### config.mk
export PLATFORM = sky130hd
export DESIGN_NAME = ms_section_collector
export DESIGN_NICKNAME = d
export VERILOG_FILES = /design/src/rtl/ms_section_collector_pkg.sv /design/src/rtl/ms_reduce.sv /design/src/rtl/ms_section_collector.sv
export SDC_FILE = /design/constraint.sdc
export NUM_CORES = 1
export LEC_CHECK = 0
export ABC_CLOCK_PERIOD_IN_PS = 10500
export BUFFER_PORTS_ARGS = -buffer_cell sky130_fd_sc_hd__buf_2
export CAP_MARGIN = 30
export CORE_ASPECT_RATIO = 1.4
export CORE_MARGIN = 2
export CORE_UTILIZATION = 53
export DETAILED_ROUTE_END_ITERATION = 10
export GPL_ROUTABILITY_DRIVEN = 0
export GPL_TIMING_DRIVEN = 0
export PLACE_DENSITY = 0.73
export SYNTH_ARGS = -nofsm -noshare
export SYNTH_HDL_FRONTEND = slang
export SYNTH_SLANG_ARGS = --single-unit
export TNS_END_PERCENT = 50
### constraint.sdc
create_clock -name clk -period 10.5 [get_ports clk]
set_clock_uncertainty 0.1 [all_clocks]
set_input_delay 1.575 -clock clk [delete_from_list [all_inputs] [get_ports clk]]
set_output_delay 1.575 -clock clk [all_outputs]
set_load 0.05 [all_outputs]
### src/rtl/ms_section_collector_pkg.sv
// Shared types and helpers for the master-slave section collector.
package ms_section_collector_pkg;

  typedef enum logic {
    SEC_COLLECT = 1'b0,
    SEC_EMIT    = 1'b1
  } ms_sections_e;

  localparam logic MODE_SUM = 1'b0;
  localparam logic MODE_MAX = 1'b1;

  // Result width: room for the sum of NUM_CH signed values without overflow.
  function automatic int out_width(input int width, input int num_ch);
    return width + $clog2(num_ch) + 1;
  endfunction

endpackage

### src/rtl/ms_reduce.sv
// Combinational masked reduction (signed sum or signed max) over NUM_CH channel values.
module ms_reduce
  import ms_section_collector_pkg::*;
#(
  parameter int WIDTH  = 32,
  parameter int NUM_CH = 4,
  localparam int OW    = out_width(WIDTH, NUM_CH)
) (
  input  logic [NUM_CH*WIDTH-1:0] vals,
  input  logic [NUM_CH-1:0]       mask,
  input  logic                    mode,
  output logic [OW-1:0]           result
);

  logic signed [OW-1:0]    sum_acc;
  logic signed [OW-1:0]    max_acc;
  logic signed [OW-1:0]    ext;
  logic signed [WIDTH-1:0] elem;
  logic                    seen;

  // Walk the enabled channels; max starts from the first enabled value, not from a constant.
  always_comb begin
    sum_acc = '0;
    max_acc = '0;
    ext     = '0;
    elem    = '0;
    seen    = 1'b0;
    for (int i = 0; i < NUM_CH; i++) begin
      elem = vals[i*WIDTH +: WIDTH];
      ext  = OW'(elem);
      if (mask[i]) begin
        sum_acc = sum_acc + ext;
        if (!seen || (ext > max_acc)) begin
          max_acc = ext;
        end
        seen = 1'b1;
      end
    end
    result = (mode == MODE_MAX) ? max_acc : sum_acc;
  end

endmodule

### src/rtl/ms_section_collector.sv
// Multi-channel slave collector: gathers one sample per enabled channel (COLLECT),
// then offers the reduced result on a valid/ready port (EMIT), counting samples
// that arrive while the result is pending.
module ms_section_collector
  import ms_section_collector_pkg::*;
#(
  parameter int WIDTH  = 32,
  parameter int NUM_CH = 4,
  parameter int DROP_W = 8,
  localparam int OW    = out_width(WIDTH, NUM_CH)
) (
  input  logic                    clk,
  input  logic                    rst,
  input  logic [NUM_CH*WIDTH-1:0] s_in,
  input  logic [NUM_CH-1:0]       s_in_sync,
  input  logic [NUM_CH-1:0]       ch_en,
  input  logic                    mode,
  output logic [OW-1:0]           out_data,
  output logic                    out_valid,
  input  logic                    out_ready,
  output logic                    section_o,
  output logic [DROP_W-1:0]       drop_cnt
);

  localparam int PW = $clog2(NUM_CH + 1);
  localparam int SW = DROP_W + PW;

  ms_sections_e            state;
  ms_sections_e            state_nxt;
  logic [NUM_CH*WIDTH-1:0] val;
  logic [NUM_CH-1:0]       got;
  logic                    complete;
  logic                    handshake;
  logic [OW-1:0]           red;
  logic [PW-1:0]           drop_pop;
  logic [SW-1:0]           drop_sum;
  logic [DROP_W-1:0]       drop_nxt;

  ms_reduce #(
    .WIDTH  (WIDTH),
    .NUM_CH (NUM_CH)
  ) u_reduce (
    .vals   (val),
    .mask   (ch_en),
    .mode   (mode),
    .result (red)
  );

  // Section register.
  always_ff @(posedge clk or posedge rst) begin
    if (rst) state <= SEC_COLLECT;
    else     state <= state_nxt;
  end

  // Next section: completion looks at the registered got mask against the live enable mask.
  always_comb begin
    state_nxt = state;
    complete  = 1'b0;
    handshake = 1'b0;
    case (state)
      SEC_COLLECT: begin
        if (((got & ch_en) == ch_en) && (ch_en != '0)) begin
          complete  = 1'b1;
          state_nxt = SEC_EMIT;
        end
      end
      SEC_EMIT: begin
        if (out_valid && out_ready) begin
          handshake = 1'b1;
          state_nxt = SEC_COLLECT;
        end
      end
      default: state_nxt = SEC_COLLECT;
    endcase
  end

  // Sample capture, result register and output handshake.
  always_ff @(posedge clk or posedge rst) begin
    if (rst) begin
      val       <= '0;
      got       <= '0;
      out_data  <= '0;
      out_valid <= 1'b0;
    end else begin
      if (state == SEC_COLLECT) begin
        for (int i = 0; i < NUM_CH; i++) begin
          if (s_in_sync[i] && ch_en[i]) begin
            val[i*WIDTH +: WIDTH] <= s_in[i*WIDTH +: WIDTH];
            got[i]                <= 1'b1;
          end
        end
      end
      if (complete) begin
        out_data  <= red;
        out_valid <= 1'b1;
      end
      if (handshake) begin
        out_valid <= 1'b0;
        got       <= '0;
      end
    end
  end

  // Saturating increment by the number of enabled strobes seen this cycle.
  always_comb begin
    drop_pop = '0;
    for (int i = 0; i < NUM_CH; i++) begin
      drop_pop = drop_pop + PW'(s_in_sync[i] & ch_en[i]);
    end
    drop_sum = SW'(drop_cnt) + SW'(drop_pop);
    drop_nxt = (drop_sum[SW-1:DROP_W] != '0) ? '1 : drop_sum[DROP_W-1:0];
  end

  // Dropped-sample counter: only strobes that arrive while a result is pending count.
  always_ff @(posedge clk or posedge rst) begin
    if (rst)                    drop_cnt <= '0;
    else if (state == SEC_EMIT) drop_cnt <= drop_nxt;
  end

  assign section_o = state;

endmodule

==> flow_metrics.env, run 1 <==
export IMPL_status="finished, final reports clean"
export IMPL_fin_cells=2675
export IMPL_first_pass_iters=9
export IMPL_drc=0
export IMPL_worst_slew_pin_slew_ps=1130
export IMPL_ff_latch_area_um2=4430
export IMPL_synth_area_um2=17300
export IMPL_yosys_top_cells_count="209 x ha_1, 177 x dfrtp_1, 172 x nand2_1"
export IMPL_clk_pin_slew_worst_paths_ps=70
export IMPL_async_reset_ff_share_pct=100
export IMPL_cts_tree="done"
export IMPL_yosysWarnings=0
export IMPL_fill_cells=2846
export IMPL_grt_util_met3_pct=6.02
export IMPL_post_place_ws_ps=-3380
export IMPL_synth_edf_count=0
export IMPL_cp_max_fo=10
export IMPL_avgSynthCellArea_um2=8.63
export IMPL_rr_startpoint="val[31]$_DFFE_PP0P_"
export IMPL_grt_antenna_before_repair=0
export IMPL_hold_depth=1
export IMPL_vias=17100
export IMPL_yosys_area_top_type="dfrtp_1"
export IMPL_cp_slowest_cell="o41a_1"
export IMPL_die_y_um=218
export IMPL_ys_flop_type="dfrtp_1"
export IMPL_hp_start="val[30]$_DFFE_PP0P_"
export IMPL_crit_path_frequent_cell="a21oi_1"
export IMPL_multi_input_area_um2=12300
export IMPL_slew_violations=0
export IMPL_startpoint="ch_en[0]"
export IMPL_dpl_instance_area_um2=18800
export IMPL_period_share_pct=99.5
export IMPL_syn_num_nets=2363
export IMPL_synth_top_area_share_pct=25.6
export IMPL_cts_made_buffers=17
export IMPL_ys_ff_latch=177
export IMPL_fmax_mhz=95.7
export IMPL_r2r_cells=43
export IMPL_wl_um=60400
export IMPL_holdPathEnd="val[30]$_DFFE_PP0P_"
export IMPL_design_area_um2=19800
export IMPL_use_met2_pct=55.8
export IMPL_grt_pass1_wl_um=90500
export IMPL_fp_row_count=78
export IMPL_wl_per_cell_um=22.6
export IMPL_start_kind="input pin"
export IMPL_grt_max_degree=105
export IMPL_grt_pass1_vias=16500
export IMPL_critical_path_required_ps=10810
export IMPL_synthCells=2008
export IMPL_root_buffer="clkbuf_16"
export IMPL_io_buffers=184
export IMPL_die_x_um=157
export IMPL_antenna_cells=0
export IMPL_use_met1_pct=40.6
export IMPL_dr_first_iter_drc_count=1641
export IMPL_yosysUniqueCellTypes=92
export IMPL_cp_end_kind="register"
export IMPL_drv_cap=0
export IMPL_hp_class="reg2reg"
export IMPL_via_per_inst=6.38
export IMPL_overflow=0
export IMPL_busiest_layer="met2"
export IMPL_r2r_slack_ps=1340
export IMPL_synth_most_common_cell="ha_1"
export IMPL_setup_violations=0
export IMPL_htreeDepth=4
export IMPL_min_period_ps=10450
export IMPL_setup_slack_ps=53.3
export IMPL_max_slew_margin_rel_pct=24.2
export IMPL_criticalPathCategory="in2reg"
export IMPL_grt_use_total_pct=35.1
export IMPL_yosysSeqAreaShare_pct=25.6
export IMPL_dp_cells=2634
export IMPL_io_pins=185
export IMPL_layout_nets=2577
export IMPL_critPathArrivalTime_ps=10760
export IMPL_start_util_pct=53.6
export IMPL_dp_hpwl_um=48000
export IMPL_hold_violations=0
export IMPL_core_um2=32300
export IMPL_syn_to_final_growth_pct=14.3
export IMPL_max_clock_path_buffers=2
export IMPL_layout_drive_gt1_share_pct=21.0
export IMPL_crit_path_max_incr_delay_ps=480
export IMPL_synth_area_leaders="dfrtp_1 26%, ha_1 15%, mux2_2 9.9%"
export IMPL_ant_nets=0
export IMPL_insertion_delay_ps=480
export IMPL_timing_rr_end="out_data[29]$_DFFE_PP0P_"
export IMPL_clock_sinks=177
export IMPL_dieArea_um2=34200
[how the worst max path moves through the flow]
stage | endpoint | cells after the start
CTS | out_data[12]$_DFFE_PP0P_ | 46
global placement | out_data[23]$_DFFE_PP0P_ | 40
finish | out_data[29]$_DFFE_PP0P_ | 46
detailed placement | out_data[23]$_DFFE_PP0P_ | 44
global route | out_data[12]$_DFFE_PP0P_ | 47
floorplan | out_data[23]$_DFFE_PP0P_ | 45
[logic make-up after synthesis]
group,count (synthesis),share of synthesized area [%]
AND/OR/NAND/NOR,519,14.3
XOR/XNOR,77,3.94
adder cells (fa/ha/maj),216,15.9
multiplexers,169,10.9
flip-flops,177,25.6
AO/OA/AOI/OAI,632,24.6
buffers and inverters,218,4.85
[worst max-delay path: cells and delay by family]
family	cells	cell delay, ps
buf+inv	12	2630
fa+ha+maj	3	840
simple gates	8	1580
compound gates	23	4080
[layer usage]
layer / up-vias / wire length (µm)
li1: 7769 / -
met1: 8028 / 22500
met2: 957 / 27300
met3: 306 / 4840
met4: 0 / 5830
met5: - / 0
[stage by stage]
step	hold WS (ps)	setup TNS [ps]	util, %
4_1_cts	409	0	60.5
3_3_place_gp	393	-117310	58.2
3_5_place_dp	394	-107550	58.3
5_1_grt	429	-127	61.3
6_report	409	0	61.3
2_1_floorplan	371	0	-
[cell type report]
type                    count  share of cell area (%)
clock buffers              22                    2.34
well taps                 440                    2.78
multi-input cells        1613                    62.0
flip-flops and latches    177                    22.4
clock inverters            10                   0.638
repair buffers            195                    5.16
inverters                 136                    2.62
plain buffers              82                    2.10
[what timing repair did]
action / 4_1_cts / 5_1_grt
endpoints found under the hold margin: 0 / 0
pin swaps: 4 / 12
resized for setup: 47 / 55
endpoints found under the setup margin: 35 / 35
hold buffers: 0 / 0
buffers inserted: 3 / 6
[layout by cell type, fill, tap and decap left out, types with 7 or more instances in the layout]
cell / synthesis / final
mux2i_1: 17 / 16
nand2_1: 172 / 170
o21ai_0: 121 / 108
buf_2: 8 / 189
nor3_1: 33 / 33
xor2_1: 22 / 22
nand4_1: 27 / 27
nand3_1: 27 / 27
clkbuf_16: 0 / 17
buf_4: 1 / 15
or3_1: 11 / 11
a21o_1: 67 / 66
ha_1: 209 / 208
a211oi_1: 38 / 36
o21ai_1: 4 / 11
a211o_1: 7 / 7
a21oi_1: 166 / 162
nor4_1: 11 / 8
inv_1: 135 / 134
o21a_1: 24 / 24
and2_1: 13 / 13
nor2_1: 139 / 135
o31ai_1: 17 / 15
nor2b_1: 22 / 22
a31oi_1: 11 / 10
dfrtp_1: 177 / 177
o21bai_1: 18 / 18
o211a_1: 11 / 11
a21boi_0: 21 / 21
and4_1: 10 / 10
o211ai_1: 30 / 30
clkbuf_1: 64 / 55
o31a_1: 8 / 8
and3_1: 11 / 11
xnor2_1: 54 / 54
mux2_2: 152 / 152
nand2b_1: 19 / 19
[flip-flops by register name, summed over array words and instances (netlist names)]
name	cells
section_o	1
drop_cnt	8
val	128
out_valid	1
out_data	35
got	4
Power of run 1 is not shown: default switching activity piles up to over one toggle a cycle in this logic, so the estimate is an artifact.
==> inputs of run 2 (changes only) <==
- CELL_PAD_IN_SITES_DETAIL_PLACEMENT: unset -> 0
- CELL_PAD_IN_SITES_GLOBAL_PLACEMENT: unset -> 1
- CORE_UTILIZATION: 53 -> 46
- PLACE_DENSITY: 0.73 -> unset
- PLACE_DENSITY_LB_ADDON: unset -> 0.1
==> flow_metrics.env, run 2 (synthesized netlist as in run 1, its figures left out) <==
export IMPL_grt_max_degree=91
export IMPL_crit_path_frequent_cell="buf_4"
export IMPL_vias=16600
export IMPL_period_share_pct=99.2
export IMPL_setup_slack_ps=78.8
export IMPL_start_kind="input pin"
export IMPL_cp_slowest_cell="o41a_1"
export IMPL_cp_end_kind="register"
export IMPL_r2r_cells=43
export IMPL_overflow=0
export IMPL_cp_max_fo=10
export IMPL_post_place_ws_ps=-3860
export IMPL_cp_endpoint="out_data[19]$_DFFE_PP0P_"
export IMPL_io_pins=185
export IMPL_critPathArrivalTime_ps=10650
export IMPL_slew_violations=0
export IMPL_dp_hpwl_um=52200
export IMPL_r2r_slack_ps=1480
export IMPL_htreeDepth=4
export IMPL_largest_reg_flops=128
export IMPL_fp_row_count=84
export IMPL_worst_slew_pin_slew_ps=1080
export IMPL_fmax_mhz=96.0
export IMPL_startpoint="ch_en[0]"
export IMPL_root_buffer="clkbuf_16"
export IMPL_insertion_delay_ps=470
export IMPL_die_y_um=234
export IMPL_mostFrequentLayoutCell="ha_1"
export IMPL_max_clock_path_buffers=2
export IMPL_cts_made_buffers=17
export IMPL_first_pass_iters=6
export IMPL_timing_rr_end="out_data[19]$_DFFE_PP0P_"
export IMPL_clk_pin_slew_worst_paths_ps=70
export IMPL_dieArea_um2=39200
export IMPL_drv_cap=0
export IMPL_drc=0
export IMPL_critPathBufInv=12
export IMPL_die_x_um=168
export IMPL_grt_pass1_wl_um=95100
export IMPL_syn_to_final_growth_pct=14.4
export IMPL_start_util_pct=46.4
export IMPL_core_um2=37300
export IMPL_wl_per_cell_um=23.6
export IMPL_layout_nets=2582
export IMPL_max_slew_margin_rel_pct=27.0
export IMPL_rsz0062_at_grt="yes"
export IMPL_reg_top3="val x128, out_data x35, drop_cnt x8"
export IMPL_min_period_ps=10420
export IMPL_cts_tree="done"
export IMPL_cp_depth=46
export IMPL_antenna_cells=0
export IMPL_criticalPathCategory="in2reg"
export IMPL_grt_antenna_before_repair=0
export IMPL_crit_path_max_incr_delay_ps=480
export IMPL_layout_drive_gt1_share_pct=21.3
export IMPL_hp_class="reg2reg"
export IMPL_status="finished, final reports clean"
export IMPL_ant_nets=0
export IMPL_grt_pass1_vias=16100
export IMPL_via_per_inst=6.10
export IMPL_largest_register="val"
export IMPL_wl_um=64000
export IMPL_cts_hold_buf=0
export IMPL_grt_use_total_pct=32.5
export IMPL_clock_sinks=177
export IMPL_dp_cells=2670
export IMPL_hold_violations=0
export IMPL_path_delay_family="compound AO/OA/AOI/OAI gates"
export IMPL_final_cell_mix="208 x ha_1, 192 x buf_2, 177 x dfrtp_1"
export IMPL_io_buffers=184
export IMPL_critical_path_required_ps=10730
export IMPL_setup_violations=0
export IMPL_fin_cells=2713
export IMPL_rr_startpoint="val[31]$_DFFE_PP0P_"
export IMPL_dr_first_iter_drc_count=1525
-- run 2: worst min path at each step --
stage	startpoint	to	slack [ps]	cells after the start
2_1_floorplan	val[31]$_DFFE_PP0P_	val[31]$_DFFE_PP0P_	370	1
3_3_place_gp	val[4]$_DFFE_PP0P_	val[4]$_DFFE_PP0P_	390	1
3_5_place_dp	val[25]$_DFFE_PP0P_	val[25]$_DFFE_PP0P_	400	1
4_1_cts	val[22]$_DFFE_PP0P_	val[22]$_DFFE_PP0P_	420	1
5_1_grt	val[21]$_DFFE_PP0P_	val[21]$_DFFE_PP0P_	430	1
6_report	val[22]$_DFFE_PP0P_	val[22]$_DFFE_PP0P_	410	1
-- run 2: repair_timing --
| item | 4_1_cts | 5_1_grt |
|---|---|---|
| endpoints found under the setup margin | 35 | 35 |
| pin swaps | 7 | 7 |
| setup buffers | 6 | 5 |
| resized for setup | 63 | 32 |
-- run 2: stage by stage --
step                hold WS (ps)  TNS (ps)  cell area [µm²]  util [%]
floorplan                    371         0            17300         -
detailed placement           397   -126730            18900      50.7
CTS                          415         0            19700      52.8
finish                       412         0            19800      53.1
global route                 430     -22.5            19800      53.1
global placement             391   -139140            18800      50.5
-- run 2: area by class of cell --
cell class                      count  area, µm²
Sequential cell                   177       4430
Clock buffer                       18        439
Tap cell                          473        592
Timing Repair Buffer              200       1070
Clock inverter                     14        129
Buffer                             82        399
Multi-Input combinational cell   1613      12200
Inverter                          136        518
Fill cell                        3612      17500
-- run 2: worst register-to-register path: cells and delay by family, from the launching register on --
kind	cells	cell delay, ps
compound gates	20	3690
buf+inv	9	1810
simple gates	10	1760
fa+ha+maj	3	770
mux	1	390
flops	1	360
-- run 2: layer usage --
layer	routed length, µm	track usage (%)
met1	25900	39.0
met2	30700	55.9
met3	3400	4.15
met4	3960	18.7
met5	0	0
Power of run 2 is left out for the same reason.
